File: src/rtl/dm_burst_pkg.sv
// Shared types and AXI encodings for the burst master and its write buffer.
package dm_burst_pkg;

  typedef enum logic [2:0] {
    ST_IDLE = 3'd0,
    ST_AR   = 3'd1,
    ST_R    = 3'd2,
    ST_AW_W = 3'd3,
    ST_B    = 3'd4
  } dm_state_t;

  localparam logic [1:0] BURST_INCR = 2'b01;
  localparam logic [1:0] RESP_OKAY  = 2'b00;

  function automatic logic resp_err(input logic [1:0] resp);
    return resp != RESP_OKAY;
  endfunction

endpackage

File: src/rtl/dm_wbuf_fifo.sv
// Power-of-two FIFO for write-through stores; also exposes each slot's key and
// occupancy so the master can check read/write address hazards.
module dm_wbuf_fifo #(
  parameter int WIDTH    = 8,
  parameter int DEPTH    = 4,
  parameter int KEY_BITS = 4,
  localparam int PTR_BITS = $clog2(DEPTH),
  localparam int CNT_BITS = PTR_BITS + 1
) (
  input  logic                       clk,
  input  logic                       rst,
  input  logic                       push,
  input  logic [WIDTH-1:0]           push_data,
  input  logic                       pop,
  output logic [WIDTH-1:0]           head_data,
  output logic                       full,
  output logic                       empty,
  output logic [CNT_BITS-1:0]        count,
  output logic [DEPTH*KEY_BITS-1:0]  keys,
  output logic [DEPTH-1:0]           occupied
);

  logic [WIDTH-1:0]    mem [DEPTH];
  logic [PTR_BITS-1:0] rd_ptr_reg;
  logic [PTR_BITS-1:0] wr_ptr_reg;
  logic [CNT_BITS-1:0] count_reg;
  logic                do_push;
  logic                do_pop;

  assign full    = (count_reg == CNT_BITS'(DEPTH));
  assign empty   = (count_reg == '0);
  assign count   = count_reg;
  assign do_pop  = pop && !empty;
  // A pop frees the head slot, so a push into a full buffer lands in the same cycle.
  assign do_push = push && (!full || do_pop);

  always_ff @(posedge clk) begin
    if (rst) begin
      rd_ptr_reg <= '0;
      wr_ptr_reg <= '0;
      count_reg  <= '0;
    end else begin
      if (do_push) wr_ptr_reg <= wr_ptr_reg + 1'b1;
      if (do_pop)  rd_ptr_reg <= rd_ptr_reg + 1'b1;
      case ({do_push, do_pop})
        2'b10:   count_reg <= count_reg + 1'b1;
        2'b01:   count_reg <= count_reg - 1'b1;
        default: count_reg <= count_reg;
      endcase
    end
  end

  always_ff @(posedge clk) begin
    if (do_push) mem[wr_ptr_reg] <= push_data;
  end

  assign head_data = mem[rd_ptr_reg];

  generate
    for (genvar gi = 0; gi < DEPTH; gi++) begin : g_slot
      logic [PTR_BITS-1:0] offset;
      assign offset = PTR_BITS'(gi) - rd_ptr_reg;
      assign occupied[gi] = (CNT_BITS'(offset) < count_reg);
      assign keys[gi*KEY_BITS +: KEY_BITS] = mem[gi][WIDTH-1 -: KEY_BITS];
    end
  endgenerate

endmodule

File: src/rtl/dm_burst_master.sv
// AXI4 master serving cache line fills and draining a write-through buffer,
// one transaction at a time, with reads held off while they alias buffered stores.
module dm_burst_master
  import dm_burst_pkg::*;
#(
  parameter int ID_BITS    = 4,
  parameter int ADDR_BITS  = 32,
  parameter int DATA_BITS  = 32,
  parameter int LINE_WORDS = 4,
  parameter int WBUF_DEPTH = 4,
  parameter int MASTER_ID  = 0,
  localparam int STRB_BITS = DATA_BITS / 8
) (
  input  logic                  clk,
  input  logic                  rst,
  input  logic                  rd_req,
  input  logic [ADDR_BITS-1:0]  rd_addr,
  output logic                  rd_gnt,
  output logic                  rd_data_valid,
  output logic [DATA_BITS-1:0]  rd_data,
  output logic                  rd_last,
  input  logic                  wr_push,
  input  logic [ADDR_BITS-1:0]  wr_addr,
  input  logic [DATA_BITS-1:0]  wr_data,
  input  logic [STRB_BITS-1:0]  wr_strb,
  output logic                  wr_full,
  output logic                  wbuf_empty,
  output logic                  bus_err,
  output logic [ID_BITS-1:0]    arid,
  output logic [ADDR_BITS-1:0]  araddr,
  output logic [7:0]            arlen,
  output logic [2:0]            arsize,
  output logic [1:0]            arburst,
  output logic                  arvalid,
  input  logic                  arready,
  input  logic [DATA_BITS-1:0]  rdata,
  input  logic [1:0]            rresp,
  input  logic                  rlast,
  input  logic                  rvalid,
  output logic                  rready,
  output logic [ID_BITS-1:0]    awid,
  output logic [ADDR_BITS-1:0]  awaddr,
  output logic [7:0]            awlen,
  output logic [2:0]            awsize,
  output logic [1:0]            awburst,
  output logic                  awvalid,
  input  logic                  awready,
  output logic [DATA_BITS-1:0]  wdata,
  output logic [STRB_BITS-1:0]  wstrb,
  output logic                  wlast,
  output logic                  wvalid,
  input  logic                  wready,
  input  logic [1:0]            bresp,
  input  logic                  bvalid,
  output logic                  bready
);

  localparam int SIZE_LOG2  = $clog2(STRB_BITS);
  localparam int LINE_SHIFT = $clog2(LINE_WORDS * STRB_BITS);
  localparam int KEY_BITS   = ADDR_BITS - LINE_SHIFT;
  localparam int ENTRY_BITS = ADDR_BITS + DATA_BITS + STRB_BITS;
  localparam int CNT_BITS   = $clog2(WBUF_DEPTH) + 1;

  dm_state_t state_reg, state_next;

  logic [ADDR_BITS-1:0] rd_addr_reg;
  logic                 aw_done_reg, w_done_reg;
  logic                 rd_data_valid_reg, rd_last_reg, bus_err_reg;
  logic [DATA_BITS-1:0] rd_data_reg;

  logic [ENTRY_BITS-1:0]          head_entry;
  logic                           fifo_full, fifo_empty;
  logic [CNT_BITS-1:0]            fifo_count;
  logic [WBUF_DEPTH*KEY_BITS-1:0] wbuf_keys;
  logic [WBUF_DEPTH-1:0]          wbuf_occupied;
  logic [WBUF_DEPTH-1:0]          line_hit;

  logic hazard, accept_rd;
  logic ar_hs, r_hs, aw_hs, w_hs, b_hs, aw_w_done;

  // The line address sits in the top bits so the FIFO can expose it as the key.
  dm_wbuf_fifo #(
    .WIDTH    (ENTRY_BITS),
    .DEPTH    (WBUF_DEPTH),
    .KEY_BITS (KEY_BITS)
  ) u_wbuf (
    .clk       (clk),
    .rst       (rst),
    .push      (wr_push),
    .push_data ({wr_addr, wr_data, wr_strb}),
    .pop       (b_hs),
    .head_data (head_entry),
    .full      (fifo_full),
    .empty     (fifo_empty),
    .count     (fifo_count),
    .keys      (wbuf_keys),
    .occupied  (wbuf_occupied)
  );

  generate
    for (genvar gi = 0; gi < WBUF_DEPTH; gi++) begin : g_hazard
      assign line_hit[gi] = wbuf_occupied[gi] &&
                            (wbuf_keys[gi*KEY_BITS +: KEY_BITS] == rd_addr[ADDR_BITS-1:LINE_SHIFT]);
    end
  endgenerate

  assign hazard    = |line_hit;
  assign accept_rd = (state_reg == ST_IDLE) && rd_req && !hazard && !rst;

  assign ar_hs     = arvalid && arready;
  assign r_hs      = rready && rvalid;
  assign aw_hs     = awvalid && awready;
  assign w_hs      = wvalid && wready;
  assign b_hs      = bready && bvalid;
  assign aw_w_done = (aw_done_reg || aw_hs) && (w_done_reg || w_hs);

  always_ff @(posedge clk) begin
    if (rst) state_reg <= ST_IDLE;
    else     state_reg <= state_next;
  end

  always_comb begin
    state_next = state_reg;
    case (state_reg)
      ST_IDLE: begin
        if (accept_rd)        state_next = ST_AR;
        else if (!fifo_empty) state_next = ST_AW_W;
      end
      ST_AR:   if (ar_hs)          state_next = ST_R;
      ST_R:    if (r_hs && rlast)  state_next = ST_IDLE;
      ST_AW_W: if (aw_w_done)      state_next = ST_B;
      ST_B:    if (bvalid)         state_next = ST_IDLE;
      default: state_next = ST_IDLE;
    endcase
  end

  always_comb begin
    rd_gnt  = 1'b0;
    araddr  = '0;
    arlen   = '0;
    arsize  = '0;
    arburst = '0;
    arvalid = 1'b0;
    rready  = 1'b0;
    awaddr  = '0;
    awlen   = '0;
    awsize  = '0;
    awburst = '0;
    awvalid = 1'b0;
    wdata   = '0;
    wstrb   = '0;
    wlast   = 1'b0;
    wvalid  = 1'b0;
    bready  = 1'b0;
    case (state_reg)
      ST_IDLE: rd_gnt = accept_rd;
      ST_AR: begin
        arvalid = 1'b1;
        araddr  = rd_addr_reg;
        arlen   = 8'(LINE_WORDS - 1);
        arsize  = 3'(SIZE_LOG2);
        arburst = BURST_INCR;
      end
      ST_R: rready = 1'b1;
      ST_AW_W: begin
        awvalid = !aw_done_reg;
        wvalid  = !w_done_reg;
        awaddr  = head_entry[ENTRY_BITS-1 -: ADDR_BITS];
        awlen   = 8'd0;
        awsize  = 3'(SIZE_LOG2);
        awburst = BURST_INCR;
        wdata   = head_entry[STRB_BITS +: DATA_BITS];
        wstrb   = head_entry[STRB_BITS-1:0];
        wlast   = 1'b1;
      end
      ST_B: bready = 1'b1;
      default: ;
    endcase
  end

  always_ff @(posedge clk) begin
    if (rst) begin
      rd_addr_reg       <= '0;
      aw_done_reg       <= 1'b0;
      w_done_reg        <= 1'b0;
      rd_data_valid_reg <= 1'b0;
      rd_data_reg       <= '0;
      rd_last_reg       <= 1'b0;
      bus_err_reg       <= 1'b0;
    end else begin
      if (accept_rd) rd_addr_reg <= rd_addr;
      // Remember which half of the write already handshook until both have.
      aw_done_reg <= (state_reg == ST_AW_W) && !aw_w_done && (aw_done_reg || aw_hs);
      w_done_reg  <= (state_reg == ST_AW_W) && !aw_w_done && (w_done_reg || w_hs);
      rd_data_valid_reg <= r_hs;
      rd_last_reg       <= r_hs && rlast;
      if (r_hs) rd_data_reg <= rdata;
      bus_err_reg <= (r_hs && resp_err(rresp)) || (b_hs && resp_err(bresp));
    end
  end

  assign rd_data_valid = rd_data_valid_reg;
  assign rd_data       = rd_data_reg;
  assign rd_last       = rd_last_reg;
  assign bus_err       = bus_err_reg;
  assign wr_full       = fifo_full;
  assign wbuf_empty    = (fifo_count == '0) && (state_reg != ST_AW_W) && (state_reg != ST_B);
  assign arid          = ID_BITS'(MASTER_ID);
  assign awid          = ID_BITS'(MASTER_ID);

endmodule

File: config.mk
export PLATFORM = sky130hd
export DESIGN_NAME = dm_burst_master
export DESIGN_NICKNAME = d
export VERILOG_FILES = /design/src/rtl/dm_burst_pkg.sv /design/src/rtl/dm_wbuf_fifo.sv /design/src/rtl/dm_burst_master.sv
export SDC_FILE = /design/constraint.sdc
export NUM_CORES = 1
export LEC_CHECK = 0
export BUFFER_PORTS_ARGS = -buffer_cell sky130_fd_sc_hd__buf_2
export CORE_ASPECT_RATIO = 1.5
export CORE_MARGIN = 5
export CORE_UTILIZATION = 50
export CTS_BUF_LIST = sky130_fd_sc_hd__clkbuf_8
export DETAILED_ROUTE_END_ITERATION = 10
export PLACE_DENSITY = 0.74
export SYNTH_ARGS = -nofsm -noshare
export SYNTH_HDL_FRONTEND = slang
export SYNTH_SLANG_ARGS = --single-unit
File: constraint.sdc
create_clock -name clk -period 3.9 [get_ports clk]
set_input_delay 0.585 -clock clk [delete_from_list [all_inputs] [get_ports clk]]
set_output_delay 0.585 -clock clk [all_outputs]
set_load 0.005 [all_outputs]
== Word-level counts from Yosys, hierarchy flattened ==
Memories as Yosys holds them, arrays and structs flattened. A register that Yosys moved wholly into a read port is not among the register bits.
Cells that the tools add are included.

* Flip-flop bits (word level): 79
* Bits in writable memories: 272
* Input bits: 146
* Memories: 1

{| class="wikitable"
|+ Memories
! memory !! words !! bits a word !! rd ports !! clocked after Yosys merged registers in !! wr ports !! RTL line !! source
|-
| u_wbuf.mem || 4 || 68 || 5 || 1 || 1 || dm_wbuf_fifo.sv:23 || <nowiki>logic [WIDTH-1:0] mem [DEPTH];</nowiki>
|}

* Add/subtract/negate cells: 8
* $lt $le $gt $ge: 4
* Eq/ne operators: 18
* Multiplexer cells: 28
* Reduce and logical (&&, ||, !) cells: 41

{| class="wikitable"
|+ Operators by type and width
! operator !! count
|-
| $eq 28x28->1 || 4
|-
| $mux 32 || 3
|-
| $logic_and 1x1->1 || 23
|-
| $mux 3 || 6
|-
| $pmux 3 s5 || 1
|-
| $lt 2x3->1 || 4
|-
| $mux 1 || 11
|-
| $mux 2 || 5
|-
| $ne 2x2->1 const B || 4
|-
| $logic_not 1->1 || 7
|-
| $eq 3x2->1 const B || 2
|-
| $eq 3x3->1 const B || 2
|-
| $logic_not 3->1 || 2
|-
| $ne 3x3->1 const B || 2
|-
| $pmux 3 s2 || 1
|-
| $reduce_bool 2->1 || 3
|-
| $reduce_and 5->1 || 1
|-
| $add 2x1->2 const B || 2
|-
| $logic_or 1x1->1 || 4
|-
| $mux 4 || 1
|-
| $reduce_or 4->1 || 1
|-
| $sub 1x2->2 const A || 2
|-
| $sub 2x2->2 const A || 2
|-
| $add 3x1->3 const B || 1
|-
| 5 further kinds || 5
|}

== Depth between registers and ports, before layout ==
* Depth in word-level cells: 9
* Gate-level depth with buffers: 11

== Modules after synthesis ==
Synthesis repeated with hierarchy kept, for this count alone.

* Cell total of the unflattened synthesis: 1,200
* Area, all modules: 16,623.4 um^2

{| class="wikitable"
|+ Modules (own cells, without submodules)
! module !! instances !! cells each !! area an instance (um^2) !! sequential area each (um^2)
|-
| dm_wbuf_fifo || 1 || 540 || 11,289.6 || 8,348.0
|-
| dm_burst_master || 1 || 660 || 5,333.9 || 1,441.4
|}

== Worst setup path before layout ==
No wires, ideal clock.

* Kind: register to register
* Start point: reg state_reg[2]
* End point: mem u_wbuf.mem[1][0] (netlist bit) (enable)
* Library setup time: 433 ps
* Arrival time: 2,905 ps
* Required time: 3,467 ps
* Setup slack: 562 ps
* Stages on the path, launching flop included: 5
* Buffers on the path: 0
* Clock period less this slack: 3,338 ps
* Cell sequence: dfxtp_1 > nor3b_1 > nand2_1 > a21boi_2 > and2_1

* Longest elaborated chain between the ends: 8

{| class="wikitable"
|+ Ends and longest elaborated chain
! what !! RTL line !! source
|-
| start, declared || dm_burst_master.sv:64 || <nowiki>dm_state_t state_reg, state_next;</nowiki>
|-
| start signal, assigned || dm_burst_master.sv:119 || <nowiki>else state_reg <= state_next;</nowiki>
|-
| $eq 3x3->1 || dm_burst_master.sv:155 || <nowiki>case (state_reg)</nowiki>
|-
| $mux 1 || dm_burst_master.sv:155 ||
|-
| net bready || dm_burst_master.sv:55 || <nowiki>output logic bready</nowiki>
|-
| $logic_and 1x1->1 || dm_burst_master.sv:114 || <nowiki>assign b_hs = bready && bvalid;</nowiki>
|-
| $logic_and 1x1->1 || dm_wbuf_fifo.sv:33 || <nowiki>assign do_pop = pop && !empty;</nowiki>
|-
| $logic_or 1x1->1 || dm_wbuf_fifo.sv:35 || <nowiki>assign do_push = push && (!full || do_pop);</nowiki>
|-
| $logic_and 1x1->1 || dm_wbuf_fifo.sv:35 ||
|-
| $mux 1 || dm_wbuf_fifo.sv:54 || <nowiki>if (do_push) mem[wr_ptr_reg] <= push_data;</nowiki>
|-
| $mux 1 (implied by the code) || dm_wbuf_fifo.sv:54 ||
|-
| end, declared || dm_wbuf_fifo.sv:23 ||
|}

The timed path passes the listed nets, and every way through them passes these cells.

== Final worst setup path ==
* Start point: reg state_reg[2]
* End point: out rd_gnt

* Longest elaborated chain between the ends: 5

{| class="wikitable"
|+ Ends and longest elaborated chain
! what !! RTL line !! source
|-
| $logic_not 3->1 * || dm_burst_master.sv:108, dm_burst_master.sv:155 ||
|-
| $logic_and 1x1->1 (3 in series) || dm_burst_master.sv:108 || <nowiki>assign accept_rd = (state_reg == ST_IDLE) && rd_req && !hazard && !rst;</nowiki>
|-
| $mux 1 * || dm_burst_master.sv:155 ||
|-
| end, declared || dm_burst_master.sv:18 || <nowiki>output logic rd_gnt,</nowiki>
|}

Every way passes the cells marked *; elsewhere a longest branch is shown, timed or not.

==> run_results.csv <==
group,metric,value,unit
global_routing,grt_use_total,20.62,%
global_routing,globalRouteOverflowTotal,0,
sta,fmax,300.3,MHz
synth,ys_warn_count,0,
global_routing,grt_pass1_wl,55230,um
synth,synth_edf_count,272,
setup_path,startpoint_type,"flop",
sta,slew_viol_final,0,
place,numPortBuffers,295,
floorplan,ios,324,
final_layout,fin_cells,1794,
floorplan,coreArea,0.03094,mm^2
cts,clkTransAtPathRegs,0.07,ns
sta,fin_skew,0.02192,ns
floorplan,start_util,50.48,%
min_path,hold_class,"input port to flop",
power,power.density,447.4,mW/mm^2
cts,cts_hold_buf,0,
detailed_routing,drcViolationCount,0,
run_status,run_status,"completed",
place,place_congestion,0.9168,
detailed_routing,wl_per_cell,20.81,um
sta,period_share,85.38,%
cts,worstSkewPairLatency,0.59,ns
setup_path,required,3.31,ns
global_routing,grt_pass1_vias,9705,
sta,fin_crit,3.330,ns
flow_run,cap_violations,0,
place,dp.cells,1700,
cts,cts_buffers,51,
cts,cts_sinks,353,
synth,async_flop_share,0,%
sta,rsz0062_at_grt,"no",
detailed_routing,dr.pass1.iters,4,
final_layout,largest_reg_flops,272,
cts,cts_resized,0,
floorplan,rows,79,
global_routing,grt_max_degree,112,
sta,worst_pin_slew,1.116,ns
cts,cts_setup_buffers,0,
detailed_routing,drtAntennaViolNets,0,
synth,synth_sequential_area_ratio,62.69,%
floorplan,chipWidth,154.3,um
sta,fin_tns_setup,0,ns
setup_path,path_max_fanout,35,
power,irDropWorstVdd,0.0004057,V
global_routing,antenna_found_initial,8,
final_layout,final_util,58.77,%
setup_path,crit_type,"flop to primary output",
final_layout,fin_nets,1504,
synth,netlist_area,0.01562,mm^2
cts,clockBufferDepth,3,
detailed_routing,avgViaCountPerCell,5.292,
cts,cts_tree,"built",
cts,clockRootBuffer,"clkbuf_8",
cts,htreeDepth,2,
synth,ys_seq_elements,353,
floorplan,dieArea,0.03494,mm^2
synth,syn_inst,1075,
floorplan,die_height,226.4,um
final_layout,layout-drive-gt1-share,33.45,%
detailed_routing,drt_iter0_drc,513,
power,p_leak,0.007042,uW
sta,maxSlewHeadroom,25.58,%
final_layout,area_growth,16.44,%
setup_path,endpoint_kind,"primary output",
sta,setup_viol,0,
synth,syn_avg_cell_area,14.53,um^2
place,hpwl,26290,um
detailed_routing,dr_total_vias,9494,
detailed_routing,drt_wl_total,37340,um
setup_path,cp_data_arrival_time,2.74,ns
synth,synth_cell_types,41,
synth,synthFlopType,"edfxtp_1",
sta,hold_viol_final,0,
==> critical path: stages, from the launching register on <==
cell and delay (ns):
dfxtp_1 0.36, nor2_2 0.11, buf_4 0.28, nor4bb_1 0.64, o21ai_1 0.17, nor4_2 0.39, buf_2 0.20
==> path summary, 6_finish.rpt <==
kind,from,to,slack [ns],cells after the start
min,wr_addr[19],u_wbuf.mem[1][55],0.22,1
max,state_reg[2],rd_gnt,0.57,6
min reg2reg,rd_data[26],rd_data[26],0.45,2
max reg2reg,state_reg[2],rd_addr_reg[25],1.04,7
==> synthesized netlist by cell type, types with 7 or more instances <==
| cell | instances | area (um^2) |
|---|---|---|
| nand2b_1 | 65 | 406.6 |
| ha_1 | 9 | 112.6 |
| nand2_1 | 72 | 270.3 |
| nor4_2 | 7 | 87.58 |
| buf_4 | 34 | 255.2 |
| nor4_1 | 21 | 131.4 |
| inv_1 | 9 | 33.78 |
| and2_1 | 75 | 469.2 |
| a21oi_1 | 43 | 215.2 |
| dfxtp_1 | 81 | 1622 |
| and3_1 | 34 | 212.7 |
| mux4_2 | 68 | 1531 |
| clkbuf_1 | 38 | 142.6 |
| edfxtp_1 | 272 | 8168 |
| mux2i_1 | 32 | 320.3 |
| nand4_1 | 10 | 62.56 |
| nor2_1 | 15 | 56.30 |
| xor2_1 | 90 | 788.3 |
| buf_2 | 35 | 175.2 |
| xnor2_1 | 28 | 245.2 |
==> cells by family after synthesis <==
kind of cell    synth area share (%)
mux                            11.86
other cells                  0.02401
flops                          62.69
xor+xnor                       6.618
compound gates                 1.883
fa+ha+maj                     0.8493
buf+inv                        4.679
simple gates                   11.40
==> per-layer routing <==
metal / vias up / part of all wire (%) / wire length, um / global-route usage [%]
met4: 12 / 4.2 / 1556 / 9.835
li1: 4377 / - / - / -
met1: 4658 / 36 / 13510 / 23.40
met5: - / 0.24 / 90 / 0
met2: 348 / 53 / 19610 / 36.84
met3: 99 / 6.9 / 2570 / 4.602
==> cell usage in the layout, fill, tap and decap left out, types with 25 or more instances in the layout <==
cell / count
buf_2: 295
edfxtp_1: 272
xor2_1: 90
dfxtp_1: 79
nand2_1: 72
and2_1: 71
mux4_2: 68
nand2b_1: 65
clkbuf_8: 56
a21oi_1: 43
and3_1: 34
mux2i_1: 32
xnor2_1: 28
conb_1: 28
inv_1: 25
==> layout make-up <==
type / count / area, um^2
Fill cell: 2443 / 12750
Sequential cell: 353 / 9797
Multi-Input combinational cell: 623 / 5214
Timing Repair Buffer: 309 / 1644
Clock buffer: 56 / 770.7
Tap cell: 405 / 506.7
Clock inverter: 36 / 209.0
Inverter: 10 / 37.54
Antenna cell: 2 / 5.005
==> power breakdown <==
part,switching [uW],internal [uW],total (uW)
clock network,1350,1460,2800
logic,571,396,967
registers,96.2,4270,4370
total,2010,6120,8140
==> metrics by stage <==
step	hold slack [ns]	total power [uW]	instance area (um^2)	setup WS [ns]
floorplan	0.4442	5064	15720	0.5618
global placement	0.4397	5399	17200	0.9933
detailed placement	0.4441	5421	17200	1.017
CTS	0.1579	8230	18180	0.5578
global route	0.1732	8496	18180	0.3622
finish	0.2151	8136	18180	0.5701
No activity file was read; power rests on OpenSTA's default activity.
